$ cat config.mk
export PLATFORM = sky130hd
export DESIGN_NAME = seg_scroll_driver
export DESIGN_NICKNAME = d
export VERILOG_FILES = /design/src/rtl/seg_pkg.sv /design/src/rtl/seg_scroll_driver_hex_to_seg.sv /design/src/rtl/seg_scroll_driver.sv
export SDC_FILE = /design/constraint.sdc
export NUM_CORES = 1
export LEC_CHECK = 0
export CORE_UTILIZATION = 65
export DETAILED_ROUTE_END_ITERATION = 8
export PLACE_DENSITY = 0.94
export SLEW_MARGIN = 0
export SYNTH_ARGS = -nofsm -noshare
export SYNTH_HDL_FRONTEND = slang
export SYNTH_SLANG_ARGS = --single-unit
$ cat constraint.sdc
create_clock -name clk -period 22.6 [get_ports clk]
set_input_delay 2.26 -clock clk [delete_from_list [all_inputs] [get_ports clk]]
set_output_delay 2.26 -clock clk [all_outputs]
set_load 0.02 [all_outputs]
$ cat src/rtl/seg_pkg.sv
// seg_pkg: character type, blank code and active-high hex glyph table shared by the display driver
package seg_pkg;
  typedef logic [4:0] char_t;
  localparam char_t BLANK = 5'h10;
  localparam logic [15:0][6:0] GLYPHS = {
    7'h71, 7'h79, 7'h5E, 7'h39, 7'h7C, 7'h77, 7'h6F, 7'h7F,
    7'h07, 7'h7D, 7'h6D, 7'h66, 7'h4F, 7'h5B, 7'h06, 7'h3F
  };
endpackage

$ cat src/rtl/seg_scroll_driver_hex_to_seg.sv
// hex_to_seg: combinational character to active-high {g..a} segments and decimal point
module hex_to_seg
  import seg_pkg::*;
(
  input  char_t      ch,
  input  logic       dp_in,
  output logic [6:0] seg,
  output logic       dp
);
  always_comb begin
    seg = ch[4] ? 7'h00 : GLYPHS[ch[3:0]];
    dp  = dp_in & ~ch[4];
  end
endmodule

$ cat src/rtl/seg_scroll_driver.sv
// seg_scroll_driver: multiplexed seven-segment driver with a writable, scrollable message buffer
module seg_scroll_driver
  import seg_pkg::*;
#(
  parameter int NUM_DIGITS       = 4,
  parameter int REFRESH_DIV      = 50000,
  parameter int MSG_DEPTH        = 16,
  parameter int SCROLL_DIV       = 100,
  parameter int ANODE_ACTIVE_LOW = 1,
  parameter int SEG_ACTIVE_LOW   = 1
) (
  input  logic                         clk,
  input  logic                         rst,
  input  logic                         wr_en,
  input  logic [$clog2(MSG_DEPTH)-1:0] wr_addr,
  input  logic [4:0]                   wr_char,
  input  logic                         wr_dp,
  input  logic [$clog2(MSG_DEPTH):0]   msg_len,
  input  logic                         scroll_en,
  output logic [NUM_DIGITS-1:0]        an,
  output logic [6:0]                   seg,
  output logic                         dp,
  output logic                         frame_tick
);
  localparam int AW = $clog2(MSG_DEPTH);
  localparam int LW = AW + 1;
  localparam int DW = REFRESH_DIV > 1 ? $clog2(REFRESH_DIV) : 1;
  localparam int IW = $clog2(NUM_DIGITS);
  localparam int FW = SCROLL_DIV > 1 ? $clog2(SCROLL_DIV) : 1;
  localparam int PW = AW + 5;
  localparam logic AL = ANODE_ACTIVE_LOW != 0;
  localparam logic SL = SEG_ACTIVE_LOW != 0;
  logic [DW-1:0]         div_cnt;
  logic [IW-1:0]         idx;
  logic [FW-1:0]         frame_cnt;
  logic [AW-1:0]         offset;
  char_t                 mem_ch [MSG_DEPTH];
  logic                  mem_dp [MSG_DEPTH];
  logic [LW-1:0]         len;
  logic [PW-1:0]         pos;
  logic [AW-1:0]         rd_addr;
  logic                  tick;
  logic                  step;
  logic [NUM_DIGITS-1:0] an_hi;
  logic [6:0]            seg_hi;
  logic                  dp_hi;
  always_comb begin
    tick       = div_cnt == DW'(REFRESH_DIV - 1);
    frame_tick = tick && idx == IW'(NUM_DIGITS - 1);
    len        = msg_len == '0 ? LW'(1) : msg_len > LW'(MSG_DEPTH) ? LW'(MSG_DEPTH) : msg_len;
    step       = frame_tick && scroll_en && frame_cnt == FW'(SCROLL_DIV - 1);
    // digit idx counts from the right, so the leftmost digit reads entry offset
    pos        = PW'(offset) + PW'(NUM_DIGITS - 1) - PW'(idx);
    rd_addr    = AW'(pos % PW'(len));
    an_hi      = NUM_DIGITS'(1) << idx;
  end
  hex_to_seg u_dec (
    .ch   (mem_ch[rd_addr]),
    .dp_in(mem_dp[rd_addr]),
    .seg  (seg_hi),
    .dp   (dp_hi)
  );
  always_ff @(posedge clk) begin
    if (rst) begin
      div_cnt   <= '0;
      idx       <= '0;
      frame_cnt <= '0;
      offset    <= '0;
      an        <= {NUM_DIGITS{AL}};
      seg       <= {7{SL}};
      dp        <= SL;
      for (int i = 0; i < MSG_DEPTH; i++) begin
        mem_ch[i] <= BLANK;
        mem_dp[i] <= 1'b0;
      end
    end else begin
      div_cnt <= tick ? '0 : div_cnt + 1'b1;
      if (tick) idx <= idx == IW'(NUM_DIGITS - 1) ? '0 : idx + 1'b1;
      if (frame_tick && scroll_en) frame_cnt <= step ? '0 : frame_cnt + 1'b1;
      // a shrunk length takes priority over a pending scroll step
      if (LW'(offset) >= len) offset <= '0;
      else if (step) offset <= LW'(offset) + LW'(1) == len ? '0 : offset + 1'b1;
      if (wr_en) begin
        mem_ch[wr_addr] <= wr_char;
        mem_dp[wr_addr] <= wr_dp;
      end
      an  <= an_hi ^ {NUM_DIGITS{AL}};
      seg <= seg_hi ^ {7{SL}};
      dp  <= dp_hi ^ SL;
    end
  end
endmodule

Word level (Yosys, flattened, before mapping):

Memories as Yosys holds them, arrays and structs flattened.
Index checks and enable logic that the tools add are counted.

* memories: 3
* input port bits: 19
* ROM bits: 112
* output and inout bits: 13
* register bits after elaboration: 41
* memory bits (writable): 96
* bits in latches: 0

* order comparisons: 3
* equality and inequality tests: 4
* shift operators: 1
* add/sub/neg operators: 7
* reduce and logical (&&, ||, !) cells: 8
* $mul: 0
* bitwise gates (word level): 5
* muxes and demuxes: 18
* divide/modulo/power cells: 1

Memories
* (no name shown): depth 16, width 7, read ports 1, clocked after memory_dff 0, wr ports 0, RTL line seg_scroll_driver_hex_to_seg.sv:11 `seg = ch[4] ? 7'h00 : GLYPHS[ch[3:0]];`
* mem_ch: depth 16, width 5, read ports 1, clocked after memory_dff 0, wr ports 16, RTL line seg_scroll_driver.sv:37 `char_t mem_ch [MSG_DEPTH];`
* mem_dp: depth 16, width 1, read ports 1, clocked after memory_dff 0, wr ports 16, RTL line seg_scroll_driver.sv:38 `logic mem_dp [MSG_DEPTH];`

Operators by type and width (number)
* 7-bit 2-to-1 mux: 3
* 16-bit by 1-bit adder with 16-bit output, second input constant: 1
* 16-bit == test, second input constant: 1
* 5-bit 2-to-1 mux: 3
* 4-bit 2-to-1 mux: 3
* 9-bit by 5-bit remainder unit with 9-bit output: 1
* 1-bit 2-to-1 mux: 8
* 7-bit by 1-bit adder with 7-bit output, second input constant: 1
* 7-bit == test, second input constant: 1
* 7-bit inverter: 1
* 5-bit by 2-bit subtractor with 6-bit output: 1
* 4-bit by 1-bit adder with 5-bit output, second input constant: 1
* 4-bit by 2-bit adder with 5-bit output, second input constant: 1
* 5-bit == test: 1
* 4-bit by 5-bit >= comparator with 1-bit output: 1
* 5-bit greater-than comparator, second input constant: 1
* 5-bit logical NOT: 1
* 4-bit by 5-bit < comparator with 1-bit output, second input constant: 1
* 5-bit OR reduction: 1
* 4-bit by 1-bit adder with 4-bit output, second input constant: 1
* 4-bit inverter: 1
* 2-bit OR reduction: 2
* 1-bit by 2-bit left shift with 4-bit output, first input constant: 1
* 1-bit logical AND: 3
* other kinds (6): 7

Logic depth before layout (Yosys ltp):

An unclocked memory read counts as a cell.

* depth in word-level cells: 9
* gate-level depth with buffers: 68
* gate-level depth less buffers: 65

By module:

A second synthesis with hierarchy kept.

* cells, all modules: 887
* area, all modules: 8971.1 um2

Modules (own cells, without submodules)
* seg_scroll_driver: times used 1, seq. area each 3703.6 um2, area an instance 8690.8 um2, cells each 852
* hex_to_seg: times used 1, seq. area each 0.0 um2, area an instance 280.3 um2, cells each 35

Worst setup path after synthesis:

No wires, ideal clock.

* kind: input port to flip-flop
* from: in msg_len[4]
* to: reg seg[5]
* stages on the path: 60
* arrival time: 14.724 ns
* data required time: 22.455 ns
* setup slack: 7.731 ns
* cell sequence: inv_1 -> o21ai_0 -> ha_1 -> o21ai_1 -> a211oi_2 -> mux2_2 -> ha_1 -> a21oi_1 -> a21oi_1 -> o21ai_0 -> mux2_2 -> ha_1 -> nor4bb_1 -> a41o_1 -> nor3_2 -> nor3_1 -> a21o_1 -> ha_1 -> (+24 left out) -> buf_4 -> mux2_2 -> ha_1 -> nor2b_1 -> o21ai_0 -> nand2b_1 -> a21oi_1 -> o21a_2 -> nand2_8 -> mux2i_2 -> buf_2 -> mux4_2 -> mux2i_1 -> o21ai_0 -> ha_1 -> mux2_1 -> nand2_1 -> o211ai_1

* word-level cells in the longest chain between the ends: 9
* elaborated cells between the ends (all ways): 10

Ends and longest elaborated chain
* from (decl): RTL line seg_scroll_driver.sv:18 `input logic [$clog2(MSG_DEPTH):0] msg_len,`
* 5-bit greater-than comparator: RTL line seg_scroll_driver.sv:50 `len = msg_len == '0 ? LW'(1) : msg_len > LW'(MSG_DEPTH) ? LW'(MSG_DEPTH) : msg_len;`
* 5-bit 2-to-1 mux: RTL line seg_scroll_driver.sv:50
* 5-bit 2-to-1 mux (*): RTL line seg_scroll_driver.sv:50
* 9-bit by 5-bit remainder unit with 9-bit output (*): RTL line seg_scroll_driver.sv:54 `rd_addr = AW'(pos % PW'(len));`
* memory read 16 x 5 bit (*)
* memory read 16 x 7 bit
* 7-bit 2-to-1 mux (not written as such): RTL line seg_scroll_driver_hex_to_seg.sv:11
* 7-bit 2-to-1 mux (*): RTL line seg_scroll_driver_hex_to_seg.sv:11
* 7-bit inverter (no source line) (*)
* to (signal assigned): RTL line seg_scroll_driver.sv:70 `seg <= {7{SL}};`
* to (signal assigned): RTL line seg_scroll_driver.sv:88 `seg <= seg_hi ^ {7{SL}};`
* to (decl): RTL line seg_scroll_driver.sv:21 `output logic [6:0] seg,`

Every way passes the cells marked *; elsewhere a longest branch is shown, timed or not. The select of a mux whose other input is x is not followed.
A chain may end at the register's enable or synchronous reset.

Worst setup path after layout:

* from: in msg_len[4]
* to: reg seg[3]

The elaborated chain is that of the path after synthesis.

==> flow_summary.yaml <==
outcome:
  status: "complete, no violations"
timing:
  rsz0062_at_grt: "no"
  slew_headroom_pct: 28.6
  period_needed_ns: 16.89
  skew_ns: 0.00663
  final_hold_viol_count: 0
  setup_viol: 0
  fin_tns_setup_ns: 0
  hold_ws_ns: 0.471
  worst_pin_slew_ns: 1.07
  final-max-slew-violation-count: 0
  max_clock_freq_ghz: 0.0592
  fin_crit_sh_pct: 74.8
worst_setup_path:
  worstPathArrival_ns: 17.25
  critPathKind: "in2reg"
  cp_max_fo: 15
  worst_setup_path_start_kind: "input pin"
  slowest_delay_ns: 0.61
  crit_path_end_kind: "register"
  required_ns: 22.95
  cp_common_cell: "ha_1"
  cpMaxStageDelayCell: "mux4_1"
clock_tree:
  clockBufferDepth: 2
  cts_tree: "built"
  clk_latency_ns: 0.42
  cts_resized: 0
  cts_buffers: 17
  path_clk_slew_ns: 0.06
  htreeDepth: 4
  clock-sinks: 137
  holdBufCountCts: 0
  cts_setup_buffers: 0
  cts-root-buf: "clkbuf_16"
job:
  max_cap_viol_count: 0
final_layout:
  seq_area_um2: 3700
  areaGrowthSynthToFinish_pct: 12.1
  n_antenna_cell: 0
  multi_input_area_um2: 4790
  drive_above_1_share_pct: 10.7
  fillers: 766
  final_nets: 946
detailed_routing:
  drtIter0Drc: 744
  detail-route-antenna-nets: 0
  wl_met3_mm: 1.69
  drcViolationCount: 0
  wl_per_cell_um: 20.1
  wl_met1_mm: 8.24
  top_layer_used: "met4"
  vias: 6779
  first_pass_iters: 5
  avgViaCountPerCell: 6.44
  met2_length_mm: 10.5
  routed_wl_mm: 21.2
die:
  pin_count: 32
  die_x_um: 118
  die_area_um2: 13900
  core-area_um2: 12900
  start_util_pct: 67.8
  rows: 41
  dieHeight_um: 118
logic_synthesis:
  synthMuxAreaShare_pct: 10.2
  synthTopCellsByCount: "edfxtp_1 (96), and2_1 (85), nor2_1 (76)"
  async_flop_share_pct: 0
  syn_inst: 831
  synth_top_family_by_area: "simple AND/OR/NAND/NOR gates"
  synthSimpleGateAreaFrac_pct: 21.4
  synth_edf_count: 96
  yosysWarnings: 0
  synth_area_leader_cell: "edfxtp_1"
  syn_area_per_cell_um2: 10.5
  synth.area.top_cells: "edfxtp_1 (33%), dfxtp_1 (9.4%), ha_1 (8.3%), and2_1 (6.1%), mux4_2 (4.4%)"
  synth_top_area_share_pct: 33.0
  synth_fa_ha_area_share_pct: 8.77
  ys.flop_type: "edfxtp_1"
  synth_area_um2: 8730
  synth_cell_type_count: 82
  yosysMostFrequentCell: "edfxtp_1"
  synth-seq-cells: 137
  synth-xor-area-share_pct: 3.61
  ys_seq_area_share_pct: 42.4
  synth_compound_area_share_pct: 10.7
placed_design:
  gp_congestion: 0.915
  port_buffers: 31
  hpwl_mm: 13.9
grt:
  grt_pass1_wl_mm: 34.2
  antenna_found_initial: 0
  grt_max_degree: 32
  grtUsageTotal_pct: 31.7
  grt-ovfl-total: 0
  grt_pass1_vias: 6748
min_path:
  min_path_type: "reg2reg"
-- kinds of logic after synthesis --
logic type               after synthesis
multiplexers                          62
adder cells (fa/ha/maj)               60
XOR/XNOR                              36
other                                  1
buffers and inverters                 59
AND/OR/NAND/NOR                      346
AO/OA/AOI/OAI                        130
flip-flops                           137
-- layout make-up --
cell class | count | area share (%)
Clock buffer | 18 | 4.39
Clock inverter | 14 | 1.76
Inverter | 39 | 1.50
Multi-Input combinational cell | 638 | 48.9
Sequential cell | 137 | 37.8
Tap cell | 172 | 2.20
Timing Repair Buffer | 34 | 3.40
-- per-stage QoR --
stage | utilization [%] | worst slack, ns | instances | area [um^2]
after detailed placement | 71.3 | 5.52 | 1020 | 9180
after global routing | 76.0 | 4.54 | 1052 | 9790
after CTS | 76.0 | 5.91 | 1052 | 9790
after global placement | 71.3 | 6.09 | 1020 | 9180
final | 76.0 | 5.71 | 1052 | 9790
after floorplan | - | 7.73 | 834 | 8740
-- flip-flops by register name, summed over array words and instances, names as in the netlist --
name / cells
an: 4
div_cnt: 16
dp: 1
frame_cnt: 7
idx: 2
mem_ch: 80
mem_dp: 16
offset: 4
seg: 7
-- worst paths after layout --
check,startpoint,end,slack (ns),cells past startpoint
max,msg_len[4],seg[3],5.71,62
min,div_cnt[0],div_cnt[0],0.47,1
max reg2reg,idx[1],seg[3],9.94,55
min reg2reg,div_cnt[0],div_cnt[0],0.47,1
-- critical path: cells and delay by family --
kind / cells / cell delay (ns)
simple gates: 15 / 3.01
mux: 9 / 2.77
fa+ha+maj: 8 / 2.62
compound gates: 25 / 5.03
buf+inv: 5 / 1.52
-- placed cells by master (no fill, tap or decap), types with 17 or more instances in the layout --
| cell | Yosys | routed |
|---|---|---|
| clkbuf_16 | 0 | 17 |
| clkdlybuf4s50_1 | 0 | 31 |
| nand3_1 | 17 | 17 |
| nor2_1 | 76 | 76 |
| or3_1 | 18 | 18 |
| nor3_1 | 21 | 21 |
| edfxtp_1 | 96 | 96 |
| mux4_2 | 17 | 17 |
| dfxtp_1 | 41 | 41 |
| mux2i_1 | 30 | 30 |
| nand2_1 | 51 | 51 |
| and2_1 | 85 | 85 |
| inv_1 | 39 | 39 |
| ha_1 | 58 | 58 |
| nand2b_1 | 21 | 21 |
| xnor2_1 | 20 | 20 |
| a21oi_1 | 28 | 28 |
-- routing by layer --
metal	vias to the layer above	global-route usage, %
met5	-	0
met4	0	15.1
met3	76	6.88
met2	392	53.8
met1	3208	38.4
li1	3103	-
Power is left out: the tool's default activity adds up to more than one toggle a clock period on the data nets, which glitch-free logic cannot reach.
